$ cat src/rtl/psum_buf.sv
// psum_buf: partial-sum buffer between input-channel passes of a convolution.
// Intermediate psums are held in a circular FIFO and replayed to the adder tree.
// On the final pass the adder result bypasses the FIFO and goes to a
// single-entry valid/ready output register instead.
//
// Ports
//   clk, rst             : clock and synchronous active-high reset
//   rd_en, first_pass    : adder requests stored psum (reads as 0 on first pass)
//   fifo_data            : registered psum to the adder tree
//   wr_en, wr_data       : adder result and its valid strobe
//   last_pass            : routes the result to the output stream
//   out_valid/out_data/out_ready : downstream handshake
//   full, empty, count   : buffer status (registered, post-update)
//   overflow, underflow  : sticky error flags, cleared only by rst
//
// DEPTH must be a power of two (>= 2) so the pointers wrap naturally.
module psum_buf #(
  parameter int DATA_WIDTH = 25,
  parameter int DEPTH      = 64
) (
  input  logic                         clk,
  input  logic                         rst,
  input  logic                         rd_en,
  input  logic                         first_pass,
  output logic signed [DATA_WIDTH-1:0] fifo_data,
  input  logic                         wr_en,
  input  logic signed [DATA_WIDTH-1:0] wr_data,
  input  logic                         last_pass,
  output logic                         out_valid,
  output logic signed [DATA_WIDTH-1:0] out_data,
  input  logic                         out_ready,
  output logic                         full,
  output logic                         empty,
  output logic [$clog2(DEPTH):0]       count,
  output logic                         overflow,
  output logic                         underflow
);

  localparam int AW = $clog2(DEPTH);
  localparam int CW = AW + 1;

  localparam logic [AW-1:0] PTR_ONE   = AW'(1);
  localparam logic [CW-1:0] CNT_ONE   = CW'(1);
  localparam logic [CW-1:0] CNT_ZERO  = '0;
  localparam logic [CW-1:0] CNT_DEPTH = CW'(DEPTH);

  logic [DATA_WIDTH-1:0] r_mem [DEPTH];
  logic [AW-1:0]         r_rptr;
  logic [AW-1:0]         r_wptr;
  logic [CW-1:0]         r_count;
  logic [DATA_WIDTH-1:0] r_fifo_data;
  logic [DATA_WIDTH-1:0] r_out_data;
  logic                  r_out_valid;
  logic                  r_full;
  logic                  r_empty;
  logic                  r_overflow;
  logic                  r_underflow;

  logic          w_rd_req;
  logic          w_pop;
  logic          w_push_req;
  logic          w_push;
  logic          w_out_req;
  logic          w_out_load;
  logic          w_out_xfer;
  logic [CW-1:0] w_count_nxt;

  assign w_rd_req   = rd_en & ~first_pass;
  assign w_pop      = w_rd_req & (r_count != CNT_ZERO);
  assign w_push_req = wr_en & ~last_pass;
  // A pop in the same cycle frees a slot, so a full buffer still accepts.
  assign w_push     = w_push_req & ((r_count < CNT_DEPTH) | w_pop);
  assign w_out_req  = wr_en & last_pass;
  assign w_out_xfer = r_out_valid & out_ready;
  assign w_out_load = w_out_req & (~r_out_valid | out_ready);

  always_comb begin
    w_count_nxt = r_count;
    if (w_push && !w_pop)
      w_count_nxt = r_count + CNT_ONE;
    else if (!w_push && w_pop)
      w_count_nxt = r_count - CNT_ONE;
  end

  // Storage is not reset; entries are invalidated by clearing the pointers.
  // Reading and writing the same slot in one cycle returns the old contents,
  // so there is no write-to-read bypass.
  always_ff @(posedge clk) begin
    if (w_push && !rst)
      r_mem[r_wptr] <= wr_data;
  end

  always_ff @(posedge clk) begin
    if (rst) begin
      r_rptr      <= '0;
      r_wptr      <= '0;
      r_count     <= '0;
      r_fifo_data <= '0;
      r_full      <= 1'b0;
      r_empty     <= 1'b1;
      r_overflow  <= 1'b0;
      r_underflow <= 1'b0;
    end else begin
      r_fifo_data <= w_pop ? r_mem[r_rptr] : '0;
      if (w_pop)
        r_rptr <= r_rptr + PTR_ONE;
      if (w_push)
        r_wptr <= r_wptr + PTR_ONE;
      r_count <= w_count_nxt;
      r_full  <= (w_count_nxt == CNT_DEPTH);
      r_empty <= (w_count_nxt == CNT_ZERO);
      if ((w_push_req && !w_push) || (w_out_req && !w_out_load))
        r_overflow <= 1'b1;
      if (w_rd_req && !w_pop)
        r_underflow <= 1'b1;
    end
  end

  always_ff @(posedge clk) begin
    if (rst) begin
      r_out_data  <= '0;
      r_out_valid <= 1'b0;
    end else if (w_out_load) begin
      r_out_data  <= wr_data;
      r_out_valid <= 1'b1;
    end else if (w_out_xfer) begin
      r_out_valid <= 1'b0;
    end
  end

  assign fifo_data = r_fifo_data;
  assign out_data  = r_out_data;
  assign out_valid = r_out_valid;
  assign count     = r_count;
  assign full      = r_full;
  assign empty     = r_empty;
  assign overflow  = r_overflow;
  assign underflow = r_underflow;

endmodule

$ cat config.mk
export PLATFORM = sky130hd
export DESIGN_NAME = psum_buf
export DESIGN_NICKNAME = d
export VERILOG_FILES = /design/src/rtl/psum_buf.sv
export SDC_FILE = /design/constraint.sdc
export NUM_CORES = 2
export LEC_CHECK = 0
export ABC_AREA = 1
export CORE_ASPECT_RATIO = 1.2
export CORE_MARGIN = 4
export CORE_UTILIZATION = 25
export DETAILED_ROUTE_END_ITERATION = 12
export GPL_ROUTABILITY_DRIVEN = 0
export SLEW_MARGIN = 20
export SYNTH_ARGS = -nofsm -noshare
export SYNTH_HDL_FRONTEND = slang
export SYNTH_SLANG_ARGS = --single-unit
export TNS_END_PERCENT = 50
$ cat constraint.sdc
create_clock -name clk -period 3.7 [get_ports clk]
set_clock_uncertainty 0.1 [all_clocks]
set_input_delay 0.925 -clock clk [delete_from_list [all_inputs] [get_ports clk]]
set_output_delay 0.925 -clock clk [all_outputs]
set_load 0.03 [all_outputs]
## Word level (Yosys, flattened, before mapping)

Memories as Yosys holds them, arrays and structs flattened. A register that Yosys moved wholly into a read port is not among the register bits.
Index checks and enable logic that the tools add are counted.

- Input port bits: 32
- Word-level logic and storage cells: 50
- Memories: 1
- Bits in writable memories: 1600
- Register bits after elaboration: 49

- Mux-type cells: 6
- Bitwise logic cells: 13
- Add/subtract/negate cells: 4
- $lt $le $gt $ge: 1
- Reduce and logical (&&, ||, !) cells: 15
- Equal/unequal tests: 1

Memory list:

| name | depth | width | rd ports | clocked after Yosys merged registers in | wr ports | line | source |
|---|---|---|---|---|---|---|---|
| r_mem | 64 | 25 | 1 | 1 | 1 | 47 | `logic [DATA_WIDTH-1:0] r_mem [DEPTH];` |

Operators with widths:

| kind | count |
|---|---|
| $mux W7 | 2 |
| $add A6 B1 Y6 const B | 2 |
| $add A7 B1 Y7 const B | 1 |
| $and A1 B1 Y1 | 7 |
| $eq A7 B7 Y1 const B | 1 |
| $logic_not A7 Y1 | 1 |
| $lt A7 B7 Y1 const B | 1 |
| $reduce_bool A7 Y1 | 1 |
| $sub A7 B1 Y7 const B | 1 |
| $logic_and A1 B1 Y1 | 6 |
| $logic_not A1 Y1 | 4 |
| $mux W1 | 4 |
| $not A1 Y1 | 4 |
| $or A1 B1 Y1 | 2 |
| $reduce_bool A2 Y1 | 1 |
| $reduce_or A2 Y1 | 1 |
| $logic_or A1 B1 Y1 | 1 |

## Logic depth before layout (Yosys ltp)

- Depth after elaboration: 10
- Gate-level depth with buffers: 15
- Depth with buffers taken out: 15

## Worst setup path after synthesis

No wires, ideal clock.

- Kind: input to register
- From: input first_pass
- To: memory r_mem[63][0] (enable)
- Buffers on the path: 0
- Slack: -74 ps
- Arrival time: 3236 ps
- Cell stages on the path: 5
- Setup time: 438 ps
- Cell sequence: inv_1 > nand2_1 > a21oi_2 > nand3_1 > nor3_1

- Cells in the longest elaborated chain, start to end: 8

RTL lines:

| item | line | source |
|---|---|---|
| start, declared | 24 | `input logic first_pass,` |
| $not A1 Y1 | 68 | `assign w_rd_req = rd_en & ~first_pass;` |
| $and A1 B1 Y1 | 68 |  |
| $and A1 B1 Y1 | 69 | `assign w_pop = w_rd_req & (r_count != CNT_ZERO);` |
| $or A1 B1 Y1 | 72 | `assign w_push = w_push_req & ((r_count < CNT_DEPTH) \| w_pop);` |
| $and A1 B1 Y1 | 72 |  |
| $logic_and A1 B1 Y1 | 89 | `if (w_push && !rst)` |
| $mux W1 | 89 |  |
| $mux W1 (implied by the code) | 90 | `r_mem[r_wptr] <= wr_data;` |
| end, declared | 47 |  |

No other way between the ends.

## Worst setup path in the final report

- From: register r_fifo_data[23], in the netlist fifo_data[23] (read register of r_mem)
- To: output fifo_data[23]

RTL lines:

| item | line | source |
|---|---|---|
| start, declared | 51 | `logic [DATA_WIDTH-1:0] r_fifo_data;` |
| end, declared | 25 | `output logic signed [DATA_WIDTH-1:0] fifo_data,` |

No word-level cell between the ends.

==> out/qor.yml <==
core_area_sq_um: 265000
worst_slew_pin_slew_ns: 0.8731
grt-ovfl-total: 0
reg2reg_slack_ns: 0.85
cts.hold.buffers_added: 0
cts_tree: "done"
grt_max_degree: 139
period_needed_ns: 3.139
critical_path.startpoint: "fifo_data[23]$_SDFF_PP0_"
drt_iter0_markers: 4960
netlist_area_sq_um: 66540
r2r-end: "fifo_data[22]$_SDFF_PP0_"
synth_cell_types: 33
grt_pass1_wl_um: 292600
hold_path.class: "in2reg"
slew_violations: 0
cts.htree.levels: 4
clkTransAtPathRegs_ns: 0.07
whs_endpoint: "r_mem[53][3]$_DFFE_PP_"
synth_seq_cells: 1674
post-cts-setup-buffers: 0
cp_data_required_time_ns: 2.67
clkSinkCount: 1674
wl_per_cell_um: 22.14
clk_latency_ns: 0.77
final_hold_viol_count: 0
area_delta_synth_final_pct: 17.58
syn_avg_cell_area_sq_um: 12.21
crit_buf_inv: 1
critical_path_class: "reg2out"
power.leakage_nw: 25.55
post_cts_resized: 0
start_util_pct: 25.11
totalWireLength_um: 204300
power.density_nw_per_um2: 514.8
power_mw: 40.28
num_io_pins: 94
dp.cells: 8953
io_buffers: 93
die_x_um: 479.0
place_area_sq_um: 73360
hpwlAfterDp_um: 127400
reg2reg_depth: 8
slowest_stage: "clkdlybuf4s50_1"
tns_ns: 0
numCtsBuffers: 160
cts-root-buf: "clkbuf_16"
drt_pre_antenna_iters: 9
drive_above_1_share_pct: 9.625
track_usage_pct: 14.29
finish.instance_area_sq_um: 78240
worstSetupEndpointType: "primary output"
dr_total_vias: 43648
ys_warn_count: 0
worstPathCellList: "clkdlybuf4s50_1"
clock_path_buffers: 4
timing.hold.ws_ns: 0.3364
ys_seq_area_share_pct: 74.43
die-area_sq_um: 274500
syn_inst: 5448
hold_depth: 1
antenna_left: 0
dieHeight_um: 573.1
reg2reg_from: "r_rptr[1]$_SDFFE_PP0P_"
setup-violations-final: 0
vias_per_cell: 4.730
hp-start: "wr_data[3]"
rsz0062_at_grt: "false"
drv_cap: 0
max_freq_mhz: 318.5
grt_pass1_vias: 42523
peakVddDrop_mv: 0.4368
drc_errors: 0
status: "completed"
crit_cells: 1
final_cells: 9228
start_kind: "register"
crit_family: "buffers and inverters"
antenna_found_initial: 14
slowest_delay_ns: 0.76
worstPathArrival_ns: 2.11
rows: 207
synthesis.nets: 5484
critPathMaxFanout: 1
slew_headroom_pct: 41.73
nNetsFinal: 5598
layout_worst_path_cycle_share_pct: 84.85
-- how the worst max path moves through the flow --
stage,to,slack (ns)
after global placement,r_mem[34][8]$_DFFE_PP_,0.16
after detailed placement,r_mem[11][10]$_DFFE_PP_,0.23
after floorplan,r_mem[11][0]$_DFFE_PP_,0.14
final,fifo_data[23],0.56
after CTS,fifo_data[23],0.53
after global routing,fifo_data[11],0.54
-- cell usage after synthesis --
cell         n  area [sq um]
a211oi_1     1         7.510
a21o_1       1         7.510
a21oi_1    116         580.6
a21oi_2      1         8.760
a31o_1       1         8.760
a31oi_1     25         156.4
buf_1       51         191.4
buf_2       81         405.4
buf_4       34         255.2
buf_6       19         214.0
clkbuf_1   162         608.1
clkbuf_2     1         5.000
clkinv_1     3         11.26
dfxtp_1     74          1481
edfxtp_1  1600         48050
ha_1         4         50.05
inv_1       55         206.5
inv_2        3         11.26
nand2_1    602          2260
nand2_2      2         12.51
nand3_1    300          1501
nand3b_1     1         7.510
nand4_1      4         25.02
nor2_1    1288          4835
nor2_2       1         6.260
nor3_1       6         30.03
o211ai_1   200          1501
o21ai_0    547          2738
o21ai_1    237          1186
o32ai_1      1         8.760
or2_2       25         156.4
xnor2_1      1         8.760
xor2_1       1         8.760
-- metal layers --
metal	global-route usage, %	vias to the layer above	wire (um)
li1	-	19651	-
met1	16.32	21684	73700
met2	25.00	1802	102500
met3	1.821	501	12440
met4	9.502	10	15610
met5	0	-	54
-- cells in the final DEF, fill, tap and decap left out, types with 2 or more instances in the layout --
cell / n
clkinvlp_4: 4
buf_12: 119
nand3_1: 300
nor2_2: 64
buf_2: 25
inv_4: 2
bufinv_16: 8
ha_1: 4
inv_6: 4
o211ai_1: 200
inv_8: 2
diode_2: 2
or2_2: 25
a31oi_1: 25
clkdlybuf4s50_1: 68
buf_4: 88
clkbuf_16: 164
nor3_1: 5
a21oi_1: 116
nor2_1: 1224
inv_2: 3
dfxtp_1: 70
o21ai_1: 237
clkbuf_8: 6
nand2_1: 602
dfxtp_4: 3
inv_1: 52
nand2_2: 2
clkinv_1: 23
clkbuf_1: 43
nand4_1: 4
o21ai_0: 547
clkinv_2: 21
clkinv_8: 2
edfxtp_1: 1600
-- kinds of logic after synthesis --
family | synth area share (%)
AOI/OAI and AO/OA | 9.323
xor gates and xnor gates | 0.02633
adders and majority gates | 0.07522
buffers and inverters | 2.868
DFF | 74.43
and+or+nand+nor | 13.28
-- flip-flops by register name, indices dropped and copies added, names as in the netlist --
register and cells:
out_data 25, full 1, out_valid 1, empty 1
overflow 1, underflow 1, fifo_data 25, r_wptr 6
r_rptr 6, count 7, r_mem 1600
-- power by group --
part	switching [mW]	total, mW	internal, mW
Combinational	2.73	3.74	1.01
Sequential	0.0848	20.9	20.8
Clock	6.87	15.7	8.80
-- layout make-up --
cell class | instances | area (sq um)
antenna | 2 | 5.005
clock buffer | 213 | 4348
clock inverter | 60 | 521.8
inverter | 61 | 249.0
multi-input combinational | 3365 | 15280
timing repair buffer | 300 | 3849
tap | 3553 | 4446
fill | 26452 | 186700
sequential | 1674 | 49540
-- per-stage QoR --
stage | utilization, % | setup WS, ns
global placement | 27.69 | 0.1573
global route | 29.53 | 0.5400
detailed placement | 27.69 | 0.2273
CTS | 29.53 | 0.5296
floorplan | - | 0.1393
finish | 29.53 | 0.5607
No activity file was read; power rests on OpenSTA's default activity.
